<file path="config.mk">
export PLATFORM = sky130hd
export DESIGN_NAME = dmem_arbiter
export DESIGN_NICKNAME = d
export VERILOG_FILES = /design/src/rtl/dmem_arbiter.sv
export SDC_FILE = /design/constraint.sdc
export NUM_CORES = 1
export LEC_CHECK = 0
export BUFFER_PORTS_ARGS = -buffer_cell sky130_fd_sc_hd__buf_2
export CORE_ASPECT_RATIO = 0.7
export CORE_MARGIN = 2
export CORE_UTILIZATION = 47
export CTS_BUF_LIST = sky130_fd_sc_hd__clkbuf_8 sky130_fd_sc_hd__clkbuf_16
export DETAILED_ROUTE_END_ITERATION = 8
export PLACE_DENSITY = 0.85
export REMOVE_ABC_BUFFERS = 1
export SLEW_MARGIN = 30
export SYNTH_ARGS = -nofsm -noshare
export SYNTH_HDL_FRONTEND = slang
export SYNTH_SLANG_ARGS = --single-unit
</file>
<file path="constraint.sdc">
create_clock -name clk -period 3.9 [get_ports clk]
set_clock_uncertainty 0.05 [all_clocks]
set_input_delay 0.975 -clock clk [delete_from_list [all_inputs] [get_ports clk]]
set_output_delay 0.975 -clock clk [all_outputs]
set_load 0.03 [all_outputs]
</file>
<file path="src/rtl/dmem_arbiter.sv">
// Round-robin arbiter and sequencer sharing one data memory port
// between the CPU load/store stage (A) and the debug/DMA loader (B).
module dmem_arbiter #(
  parameter int ADDR_W = 32,
  parameter int DATA_W = 32
) (
  input  logic              clk,
  input  logic              reset_n,
  input  logic              a_req,
  input  logic              a_we,
  input  logic [ADDR_W-1:0] a_addr,
  input  logic [DATA_W-1:0] a_wdata,
  output logic              a_ack,
  output logic [DATA_W-1:0] a_rdata,
  input  logic              b_req,
  input  logic              b_we,
  input  logic [ADDR_W-1:0] b_addr,
  input  logic [DATA_W-1:0] b_wdata,
  output logic              b_ack,
  output logic [DATA_W-1:0] b_rdata,
  output logic [ADDR_W-1:0] mem_address,
  output logic              mem_write_en,
  output logic              mem_read_en,
  output logic [DATA_W-1:0] mem_data_in,
  input  logic [DATA_W-1:0] mem_data_out,
  output logic              busy
);

  typedef enum logic [1:0] {
    IDLE,
    ACCESS,
    DONE
  } state_t;

  state_t state;
  state_t state_nx;

  logic              last_b;
  logic              win_b;
  logic              lat_we;
  logic [ADDR_W-1:0] lat_addr;
  logic [DATA_W-1:0] lat_wdata;
  logic              grant;
  logic              grant_b;

  // Next state and grant choice; on a tie the port not granted last wins
  always_comb begin
    state_nx = state;
    grant    = 1'b0;
    grant_b  = 1'b0;
    unique case (state)
      IDLE: begin
        if (a_req && b_req) begin
          grant   = 1'b1;
          grant_b = ~last_b;
        end else if (a_req) begin
          grant   = 1'b1;
        end else if (b_req) begin
          grant   = 1'b1;
          grant_b = 1'b1;
        end
        if (grant) state_nx = ACCESS;
      end
      ACCESS:  state_nx = DONE;
      DONE:    state_nx = IDLE;
      default: state_nx = IDLE;
    endcase
  end

  // State, grant history, request latch and per-port read return
  always_ff @(posedge clk) begin
    if (!reset_n) begin
      state     <= IDLE;
      last_b    <= 1'b1;
      win_b     <= 1'b0;
      lat_we    <= 1'b0;
      lat_addr  <= '0;
      lat_wdata <= '0;
      a_rdata   <= '0;
      b_rdata   <= '0;
    end else begin
      state <= state_nx;
      if (grant) begin
        last_b    <= grant_b;
        win_b     <= grant_b;
        lat_we    <= grant_b ? b_we    : a_we;
        lat_addr  <= grant_b ? b_addr  : a_addr;
        lat_wdata <= grant_b ? b_wdata : a_wdata;
      end
      if (state == ACCESS && !lat_we) begin
        if (win_b) b_rdata <= mem_data_out;
        else       a_rdata <= mem_data_out;
      end
    end
  end

  // Memory strobes live only in ACCESS; a write never fires under reset
  always_comb begin
    mem_address  = lat_addr;
    mem_data_in  = lat_wdata;
    mem_write_en = (state == ACCESS) & lat_we & reset_n;
    mem_read_en  = (state == ACCESS) & ~lat_we;
    a_ack        = (state == DONE) & ~win_b;
    b_ack        = (state == DONE) & win_b;
    busy         = (state != IDLE);
  end

endmodule

</file>
Word level (Yosys, flattened, before mapping)
Cells that the tools add are included.

Equal/unequal tests: 3. Muxes and demuxes: 13. Bitwise operators: 8. Reduce and logical (&&, ||, !) cells: 7.

Operator list (number): $mux W32 (2); $mux W1 (9); $and A1 B1 Y1 (5); $pmux W2 S2 (1); $reduce_and A2 Y1 (2); $not A1 Y1 (3); $eq A2 B1 Y1 const B (1); $eq A2 B2 Y1 const B (1); $logic_and A1 B1 Y1 (2); $logic_not A2 Y1 (1); $mux W2 (1); $ne A2 B2 Y1 const B (1); $reduce_bool A2 Y1 (1); $logic_not A1 Y1 (1).

Bits in registers: 133. Input port bits: 166. Output and inout port bits: 133.

Depth between registers and ports, before layout
Gate-level depths: netlist of run 1.

Word-level depth: 6. Gate-level depth with buffers: 6. Depth with buffers taken out: 4.

Worst setup path before layout of run 1
Ideal clock, no wire load.

Kind: input port to output port. Start point: input reset_n. End point: output mem_write_en. Data arrival time: 1.546 ns. Required time: 2.875 ns. Setup slack: 1.329 ns. Cell stages on the path: 3. Buffers on the path: 0. Cell sequence: inv_1 nor3b_1 and2_1.

Cells in the longest elaborated chain, start to end: 1.

RTL lines: from (decl) (RTL line 8) `input logic reset_n,`; $and A1 B1 Y1 (RTL line 101) `mem_write_en = (state == ACCESS) & lat_we & reset_n;`; to (decl) (RTL line 22) `output logic mem_write_en,`.

No other way between the ends.

Final worst setup path of run 1
Same ends and word-level chain as after synthesis.

==> results of run 1 <==
[power by group through the flow]
stage               combinational, mW  sequential (mW)  clock, mW
global placement                0.731             1.55          0
finish                          0.746             1.52       1.75
detailed placement              0.740             1.55          0
CTS                             0.743             1.52       1.78
floorplan                       0.258             1.74          0
global route                    0.800             1.53       1.84
[Yosys cell counts (all sizes together)]
| cell | count | share of area |
|---|---|---|
| dfxtp | 133 | 0.50 |
| a21oi | 130 | 0.12 |
| nand2 | 129 | 0.092 |
| inv | 66 | 0.047 |
| nor2 | 66 | 0.048 |
| o32ai | 63 | 0.10 |
| clkbuf | 31 | 0.022 |
| buf | 25 | 0.024 |
| o21ai | 5 | 0.0055 |
| nand3 | 4 | 0.0047 |
| nor3b | 3 | 0.0043 |
| a311oi | 2 | 0.0033 |
| a21bo | 1 | 0.0019 |
| a21boi | 1 | 0.0014 |
| and2 | 1 | 0.0012 |
| and3b | 1 | 0.0017 |
| nand4bb | 1 | 0.0021 |
| nor4b | 1 | 0.0028 |
| nor4bb | 1 | 0.0019 |
| or2 | 1 | 0.0012 |
| or4b | 1 | 0.0019 |
[logic make-up after synthesis]
family                 synth area share
AOI/OAI and AO/OA                0.2402
buffers and inverters           0.09279
and+or+nand+nor                  0.1621
DFF                              0.5050
[metal layers]
metal | up-vias | track usage | wire length [µm]
met5 | - | 0 | 0
met4 | 0 | 0.1170 | 476
met3 | 39 | 0.06875 | 1195
met2 | 233 | 0.4314 | 8312
met1 | 2676 | 0.3620 | 7211
li1 | 2793 | - | -
[area by class of cell]
type,instances,area (µm²)
Fill cell,955,3463
Sequential cell,133,2663
Multi-Input combinational cell,411,2163
Timing Repair Buffer,309,1587
Clock buffer,19,452.9
Inverter,66,247.7
Clock inverter,12,202.7
Tap cell,153,191.4
[state kept, by name, summed over array words and instances, names as in the netlist]
register	flops
state	2
win_b	1
lat_we	1
b_rdata	32
a_rdata	32
last_b	1
mem_address	32
mem_data_in	32
[worst paths after layout]
kind / endpoint / slack (ns) / depth (start not counted)
worst min-delay path: b_rdata[24]$_SDFFE_PN0P_ / 0.40 / 2
worst max register to register: mem_address[26]$_SDFFE_PN0P_ / 1.60 / 5
worst max-delay path: mem_write_en / 1.11 / 5
worst min register to register: b_rdata[24]$_SDFFE_PN0P_ / 0.40 / 2
[per-stage QoR]
| stage | hold WS (ns) | util |
|---|---|---|
| 2_1_floorplan | 0.4307 | - |
| 3_3_place_gp | 0.3880 | 0.6245 |
| 3_5_place_dp | 0.3931 | 0.6245 |
| 4_1_cts | 0.4008 | 0.6843 |
| 5_1_grt | 0.4147 | 0.6843 |
| 6_report | 0.3988 | 0.6843 |
[worst max-delay path: cells and delay by family]
family | cells | cell delay [ns]
buf+inv | 3 | 0.40
simple gates | 2 | 0.39
==> results.yml, run 1 <==
outcome:
  status: "finished, final reports clean"
floorplan:
  rows: 32
  dieArea_um2: 12100
  die_x_um: 130.6
  die_h_um: 92.62
  start_util: 0.4806
  fp.coreArea_um2: 10970
  ioPinCount: 299
clock_network:
  clkTransAtPathRegs_ns: 0.05
  cts-root-buf: "clkbuf_16"
  htree_levels: 4
  cts_tree: "yes"
  cts_buffers: 17
  insertion_delay_ns: 0.39
  ctsHoldBuffers: 0
  clk_path_buf_depth: 2
  cts_resized: 0
  cts_setup_buffers: 0
  cts_sinks: 133
placed_design:
  placed_area_um2: 6852
  gp_congestion: 0.8521
  dp_slack_ns: 1.112
  io_buffer_count: 298
  dp_hpwl_um: 11910
  placedCellCount: 1072
detailed_routing:
  drt_iter0_markers: 403
  via_per_inst: 5.205
  routedWlPerCell_um: 15.59
  num_vias: 5741
  routed_wl_um: 17200
  ant_nets: 0
  drt_pass1_iterations: 5
  drc: 0
setup_path:
  path_max_fanout: 4
  startpoint_type: "input pin"
  crit_top_cell: "buf_2"
  slowest_stage: "nor3b_1"
  crit_path_start: "reset_n"
  crit-reg2reg-launch: "state[1]$_SDFFE_PN0P_"
  end_kind: "primary output"
  crit_chain: "buf_2 > inv_2 > nor3b_1 > and2_1 > buf_2"
  worstPathArrival_ns: 1.77
  crit_type: "in -> out"
  critPathMaxStageDelay_ns: 0.24
  required_ns: 2.87
final_layout:
  nets: 1104
  final_common_cell: "buf_2"
  n_antenna_cell: 0
  drive_gt1_frac: 0.3684
  instances_no_fill: 1103
  layout_common_cells: "buf_2 (298), dfxtp_1 (133), a21oi_1 (130), nand2_1 (129), nor2_1 (65)"
  fin_area_um2: 7507
  area_growth_pct: 42.38
synth:
  netlist_instances: 666
  yosysUniqueCellTypes: 27
  avgSynthCellArea_um2: 7.917
  syn_area_um2: 5273
  ys_seq_area_frac: 0.5050
  ys_warn_count: 0
  ys_ff_latch: 133
sta:
  min_period_ns: 2.793
  tightest_slew_ns: 0.7649
  setup_ws_ns: 1.107
  drv_slew: 0
  setup_violations: 0
  setup-tns-final_ns: 0
  min_period_over_period: 0.7162
  slew-limit-headroom: 0.4901
  rsz0062_at_grt: "no"
  hold_violations: 0
  max_freq_mhz: 358.0
power:
  max-vdd-ir-drop_uv: 324.6
  power_leakage_nw: 3.489
  p_per_area_nw_per_um2: 535.6
  power.internal_mw: 2.877
  p_comb_frac: 0.186
  switchingPower_mw: 1.145
  p_clk_frac: 0.436
  power_frac_seq: 0.379
  swShare: 0.2846
  total_power_mw: 4.021
grt:
  grt.total_usage: 0.2755
  antenna_found_initial: 0
  grt_pass1_wl_um: 26250
  grt_pass1_vias: 5169
  grt_max_degree: 70
  grt-ovfl-total: 0
hold_path:
  min_path_type: "reg -> reg"
  worstHoldStart: "b_rdata[24]$_SDFFE_PN0P_"
job:
  drv_cap: 0
Power figures use the tool's default switching activity.
==> run 2: changes to the inputs <==
--- a/config.mk
+++ b/config.mk
@@ -8,10 +8,10 @@
 export BUFFER_PORTS_ARGS = -buffer_cell sky130_fd_sc_hd__buf_2
 export CORE_ASPECT_RATIO = 0.7
 export CORE_MARGIN = 2
-export CORE_UTILIZATION = 47
+export CORE_UTILIZATION = 40
 export CTS_BUF_LIST = sky130_fd_sc_hd__clkbuf_8 sky130_fd_sc_hd__clkbuf_16
 export DETAILED_ROUTE_END_ITERATION = 8
-export PLACE_DENSITY = 0.85
+export PLACE_DENSITY = 0.77
 export REMOVE_ABC_BUFFERS = 1
 export SLEW_MARGIN = 30
 export SYNTH_ARGS = -nofsm -noshare
==> constraint.sdc (replaced) <==
create_clock -name clk -period 2.39 [get_ports clk]
set_clock_uncertainty 0.05 [all_clocks]
set_input_delay 0.5975 -clock clk [delete_from_list [all_inputs] [get_ports clk]]
set_output_delay 0.5975 -clock clk [all_outputs]
set_load 0.03 [all_outputs]
==> run 2 against run 1 <==
  * Non-clock buffer count rose by 3
  * Count of clock-buffer cells in the layout fell by 1
  * Worst hold slack got worse by 0.010 ns
  * Largest power group unchanged
==> results.yml, run 2 (synthesized netlist as in run 1, its figures left out) <==
outcome:
  status: "finished, final reports clean"
clock_network:
  cts_sinks: 133
  insertion_delay_ns: 0.40
  cts_tree: "yes"
  htree_levels: 4
  cts_setup_buffers: 0
  cts_resized: 0
  cts-root-buf: "clkbuf_16"
  clkTransAtPathRegs_ns: 0.06
  clk_path_buf_depth: 2
  cts_buffers: 17
  ctsHoldBuffers: 0
power:
  switchingPower_mw: 1.928
  power.internal_mw: 4.593
  swShare: 0.2956
  power_frac_seq: 0.380
  max-vdd-ir-drop_uv: 456.4
  p_clk_frac: 0.432
  power_leakage_nw: 3.509
  total_power_mw: 6.521
  p_comb_frac: 0.188
  p_per_area_nw_per_um2: 861.7
setup_path:
  crit-reg2reg-launch: "state[1]$_SDFFE_PN0P_"
  end_kind: "primary output"
  crit_type: "reg -> out"
  crit_path_start: "state[0]$_SDFFE_PN0P_"
  required_ns: 1.74
  reg2reg_depth: 4
  critPathMaxStageDelay_ns: 0.50
  r2r_slack_ns: 0.67
  worstPathArrival_ns: 1.51
  crit_chain: "nor3b_1 > and2_1 > buf_2"
  startpoint_type: "register"
  slowest_stage: "dfxtp_1"
  path_max_fanout: 9
detailed_routing:
  routedWlPerCell_um: 14.65
  via_per_inst: 5.045
  routed_wl_um: 16410
  drt_iter0_markers: 319
  drc: 0
  drt_pass1_iterations: 4
  ant_nets: 0
  num_vias: 5650
job:
  drv_cap: 0
sta:
  rsz0062_at_grt: "no"
  min_period_ns: 2.154
  holdWs_ns: 0.3884
  setup_violations: 0
  slew-limit-headroom: 0.5353
  drv_slew: 0
  hold_violations: 0
  max_freq_mhz: 464.2
  min_period_over_period: 0.9014
  tightest_slew_ns: 0.6971
grt:
  grt-ovfl-total: 0
  grt_pass1_wl_um: 24980
  grt.total_usage: 0.2190
  grtUsageMet2: 0.3566
  grt_most_used_layer: "met2"
  antenna_found_initial: 0
  grt_max_degree: 68
  grt_pass1_vias: 4955
  grt_use_met3: 0.06155
  grtUsageMet1: 0.2846
final_layout:
  final_common_cell: "buf_2"
  instances_no_fill: 1120
  fill_cells: 1183
  n_antenna_cell: 0
  layout_common_cells: "buf_2 (298), dfxtp_1 (133), a21oi_1 (130), nand2_1 (129)"
  area_growth_pct: 43.52
  fin_area_um2: 7567
  nets: 1107
  drive_gt1_frac: 0.3700
floorplan:
  die_x_um: 141.2
  rows: 35
  fp.coreArea_um2: 13010
  dieArea_um2: 14130
  start_util: 0.4054
  ioPinCount: 299
  die_h_um: 100.1
placed_design:
  gp_congestion: 0.8183
  io_buffer_count: 298
  placedCellCount: 1088
  placed_area_um2: 6928
  dp_hpwl_um: 11310
hold_path:
  worstHoldStart: "mem_data_out[12]"
  hold_depth: 3
  min_path_type: "in -> reg"
[run 2: changes by cell type in the layout (fill, tap and decap cells not counted), sizes merged]
cell / change
inv: +4
clkinvlp: +1
clkbuf: -1
buf: +3
clkinv: -2
bufinv: -1
[run 2: routing by layer]
| metal | vias up | wire length (µm) |
|---|---|---|
| li1 | 2797 | - |
| met1 | 2577 | 7234 |
| met2 | 252 | 7810 |
| met3 | 24 | 1115 |
| met4 | 0 | 251 |
| met5 | - | 0 |
[run 2: area by class of cell]
type	instances	area, µm²	area share
sequential	133	2663	0.3519
clock inverter	14	200.2	0.02646
inverter	66	247.7	0.03274
timing repair buffer	312	1647	0.2176
tap	166	207.7	0.02745
clock buffer	18	439.2	0.05804
multi-input combinational	411	2163	0.2859
[run 2: stage by stage]
stage	setup WS, ns	utilization	TNS [ns]
after global placement	0.3489	0.5327	0
after floorplan	-1.127	-	-101.30
after detailed placement	0.3627	0.5327	0
after CTS	0.1940	0.5818	0
after global routing	0.08197	0.5818	0
final	0.2357	0.5818	0
[run 2: worst paths after layout]
path	to
worst max-delay path	mem_write_en
worst min-delay path	b_rdata[12]$_SDFFE_PN0P_
worst max register to register	mem_data_in[28]$_SDFFE_PN0P_
worst min register to register	mem_address[15]$_SDFFE_PN0P_
[run 2: power groups by stage]
| stage | sequential (mW) | clock, mW | combinational, mW |
|---|---|---|---|
| 2_1_floorplan | 2.83 | 0 | 0.422 |
| 3_3_place_gp | 2.52 | 0 | 1.22 |
| 3_5_place_dp | 2.52 | 0 | 1.23 |
| 4_1_cts | 2.48 | 2.87 | 1.23 |
| 5_1_grt | 2.50 | 2.97 | 1.32 |
| 6_report | 2.48 | 2.81 | 1.23 |
[run 2: worst max-delay path: cells and delay by family, from the launching register on]
kind	cells	cell delay [ns]
AND/OR/NAND/NOR	2	0.40
buffers and inverters	1	0.20
flip-flops	1	0.50
==> run 3: changes to the inputs <==
==> config.mk (replaced) <==
export PLATFORM = sky130hd
export DESIGN_NAME = dmem_arbiter
export DESIGN_NICKNAME = d
export VERILOG_FILES = /design/src/rtl/dmem_arbiter.sv
export SDC_FILE = /design/constraint.sdc
export NUM_CORES = 1
export LEC_CHECK = 0
export CORE_AREA = 2 2 116 118
export CTS_BUF_LIST = sky130_fd_sc_hd__clkbuf_8 sky130_fd_sc_hd__clkbuf_16
export DETAILED_ROUTE_END_ITERATION = 8
export DIE_AREA = 0 0 118 120
export DONT_BUFFER_PORTS = 1
export REMOVE_ABC_BUFFERS = 1
export SLEW_MARGIN = 30
export SYNTH_ARGS = -nofsm -noshare
export SYNTH_HDL_FRONTEND = slang
export SYNTH_SLANG_ARGS = --single-unit
==> run 3 against run 2 <==
  * Count of clock-buffer cells in the layout decreased by 1
  * Critical path depth decreased by 1
  * Die area increased by 0.21%
  * Combinational power decreased by 53%
  * Global-route usage decreased by 1.1 points
  * Register-to-register slack got worse by 0.19 ns
  * Flip-flop and latch count unchanged
  * Total power decreased by 5.2%
  * First-iteration DRC count decreased by 23%
  * Via count decreased by 17%
  * Non-clock buffer count decreased by 299
  * Critical endpoint unchanged
  * Largest cell class unchanged
==> results.yml, run 3 (synthesized netlist as in run 1, its figures left out) <==
hold_path:
  min_path_type: "in -> reg"
  worstHoldStart: "reset_n"
  hold_depth: 1
  hold-path-endpoint: "last_b$_SDFFE_PN1P_"
detailed_routing:
  via_per_inst: 5.610
  routed_wl_um: 15210
  drt_iter0_markers: 247
  drt_pass1_iterations: 7
  ant_nets: 0
  routedWlPerCell_um: 18.30
  drc: 0
  num_vias: 4662
placed_design:
  dp_hpwl_um: 10390
  placedCellCount: 799
  gp_congestion: 0.8548
  dp_slack_ns: 0.5172
  io_buffer_count: 0
sta:
  rsz0062_at_grt: "no"
  setup_violations: 0
  tightest_slew_ns: 0.6703
  hold_violations: 0
  max_freq_mhz: 465.9
  min_period_over_period: 0.8981
  min_period_ns: 2.146
  setup_ws_ns: 0.2435
  drv_slew: 0
  slew-limit-headroom: 0.5531
final_layout:
  final_common_cell: "dfxtp_1"
  drive_gt1_frac: 0.07481
  area_growth_pct: 14.81
  n_antenna_cell: 0
  layout_common_cells: "dfxtp_1 (133), a21oi_1 (130), nand2_1 (129), inv_1 (70), nor2_1 (65)"
  nets: 808
  fill_cells: 1246
  instances_no_fill: 831
setup_path:
  slowest_stage: "dfxtp_1"
  required_ns: 1.74
  path_max_fanout: 9
  cp_top_family: "simple AND/OR/NAND/NOR gates"
  crit_type: "reg -> out"
  end_kind: "primary output"
  critPathBufInv: 0
  crit_path_start: "state[0]$_SDFFE_PN0P_"
  path_depth: 2
  critPathMaxStageDelay_ns: 0.49
  crit-reg2reg-launch: "state[1]$_SDFFE_PN0P_"
  startpoint_type: "register"
  crit_chain: "nor3b_1 > and2_1"
  worstPathArrival_ns: 1.50
  r2r_slack_ns: 0.48
  reg2reg_depth: 5
  r2r_end: "mem_data_in[9]$_SDFFE_PN0P_"
clock_network:
  htree_levels: 4
  cts_resized: 0
  insertion_delay_ns: 0.41
  cts-root-buf: "clkbuf_16"
  ctsHoldBuffers: 0
  cts_tree: "yes"
  cts_setup_buffers: 0
  clkTransAtPathRegs_ns: 0.05
  cts_sinks: 133
  clk_path_buf_depth: 2
  cts_buffers: 17
power:
  p_per_area_nw_per_um2: 1021
  power.internal_mw: 4.424
  switchingPower_mw: 1.758
  max-vdd-ir-drop_uv: 541.8
  p_comb_frac: 0.094
  power_frac_seq: 0.460
  power_leakage_nw: 2.167
  swShare: 0.2843
  p_clk_frac: 0.446
floorplan:
  die_h_um: 120
  rows: 42
  fp.coreArea_um2: 12980
  die_x_um: 118
  dieArea_um2: 14160
  start_util: 0.4062
  ioPinCount: 299
grt:
  grt-ovfl-total: 0
  antenna_found_initial: 0
  grt_pass1_wl_um: 23250
  grt.total_usage: 0.2077
  grt_max_degree: 68
  grt_pass1_vias: 4519
job:
  drv_cap: 0
outcome:
  status: "finished, final reports clean"
-- run 3: cell types whose count changed in the layout (fill, tap and decap cells not counted) --
cell and change:
bufinv_16 +1, buf_12 -1, clkinvlp_4 -1, clkbuf_8 -1, inv_1 +5, buf_2 -298, clkinv_2 +2, inv_6 -3
clkinv_4 -3
-- run 3: power groups by stage --
stage	logic (mW)	registers, mW	clock network, mW
2_1_floorplan	0.422	2.83	0
3_3_place_gp	0.556	2.89	0
3_5_place_dp	0.575	2.90	0
4_1_cts	0.578	2.85	2.81
5_1_grt	0.647	2.86	2.91
6_report	0.579	2.84	2.76
-- run 3: cell type report --
cell class	count	area (µm²)	share of cell area
tap	176	220.2	0.03638
timing repair buffer	13	135.1	0.02232
inverter	66	247.7	0.04093
clock inverter	15	198.9	0.03286
sequential	133	2663	0.4399
clock buffer	17	425.4	0.07028
multi-input combinational	411	2163	0.3574
-- run 3: layer usage --
metal	vias to the layer above	routed length, µm	global-route usage
met1	2148	5572	0.2199
met5	-	0	0
met3	36	1813	0.1084
met2	274	7322	0.3412
li1	2204	-	-
met4	0	499	0.1002
-- run 3: stage by stage --
step	instance area, µm²	hold slack [ns]	TNS, ns	power [mW]	util
detailed placement	5429	0.4913	0	3.470	0.4183
floorplan	5031	0.4307	-101.30	3.255	-
finish	6053	0.2154	0	6.182	0.4664
CTS	6053	0.1964	0	6.233	0.4664
global placement	5429	0.4938	0	3.447	0.4183
global route	6053	0.1997	0	6.410	0.4664
-- run 3: worst max-delay path by stage --
stage | slack [ns] | to
finish | 0.24 | mem_write_en
global route | 0.13 | mem_write_en
CTS | 0.20 | mem_write_en
detailed placement | 0.52 | mem_data_in[9]$_SDFFE_PN0P_
global placement | 0.54 | mem_data_in[5]$_SDFFE_PN0P_
floorplan | -1.13 | mem_address[28]$_SDFFE_PN0P_
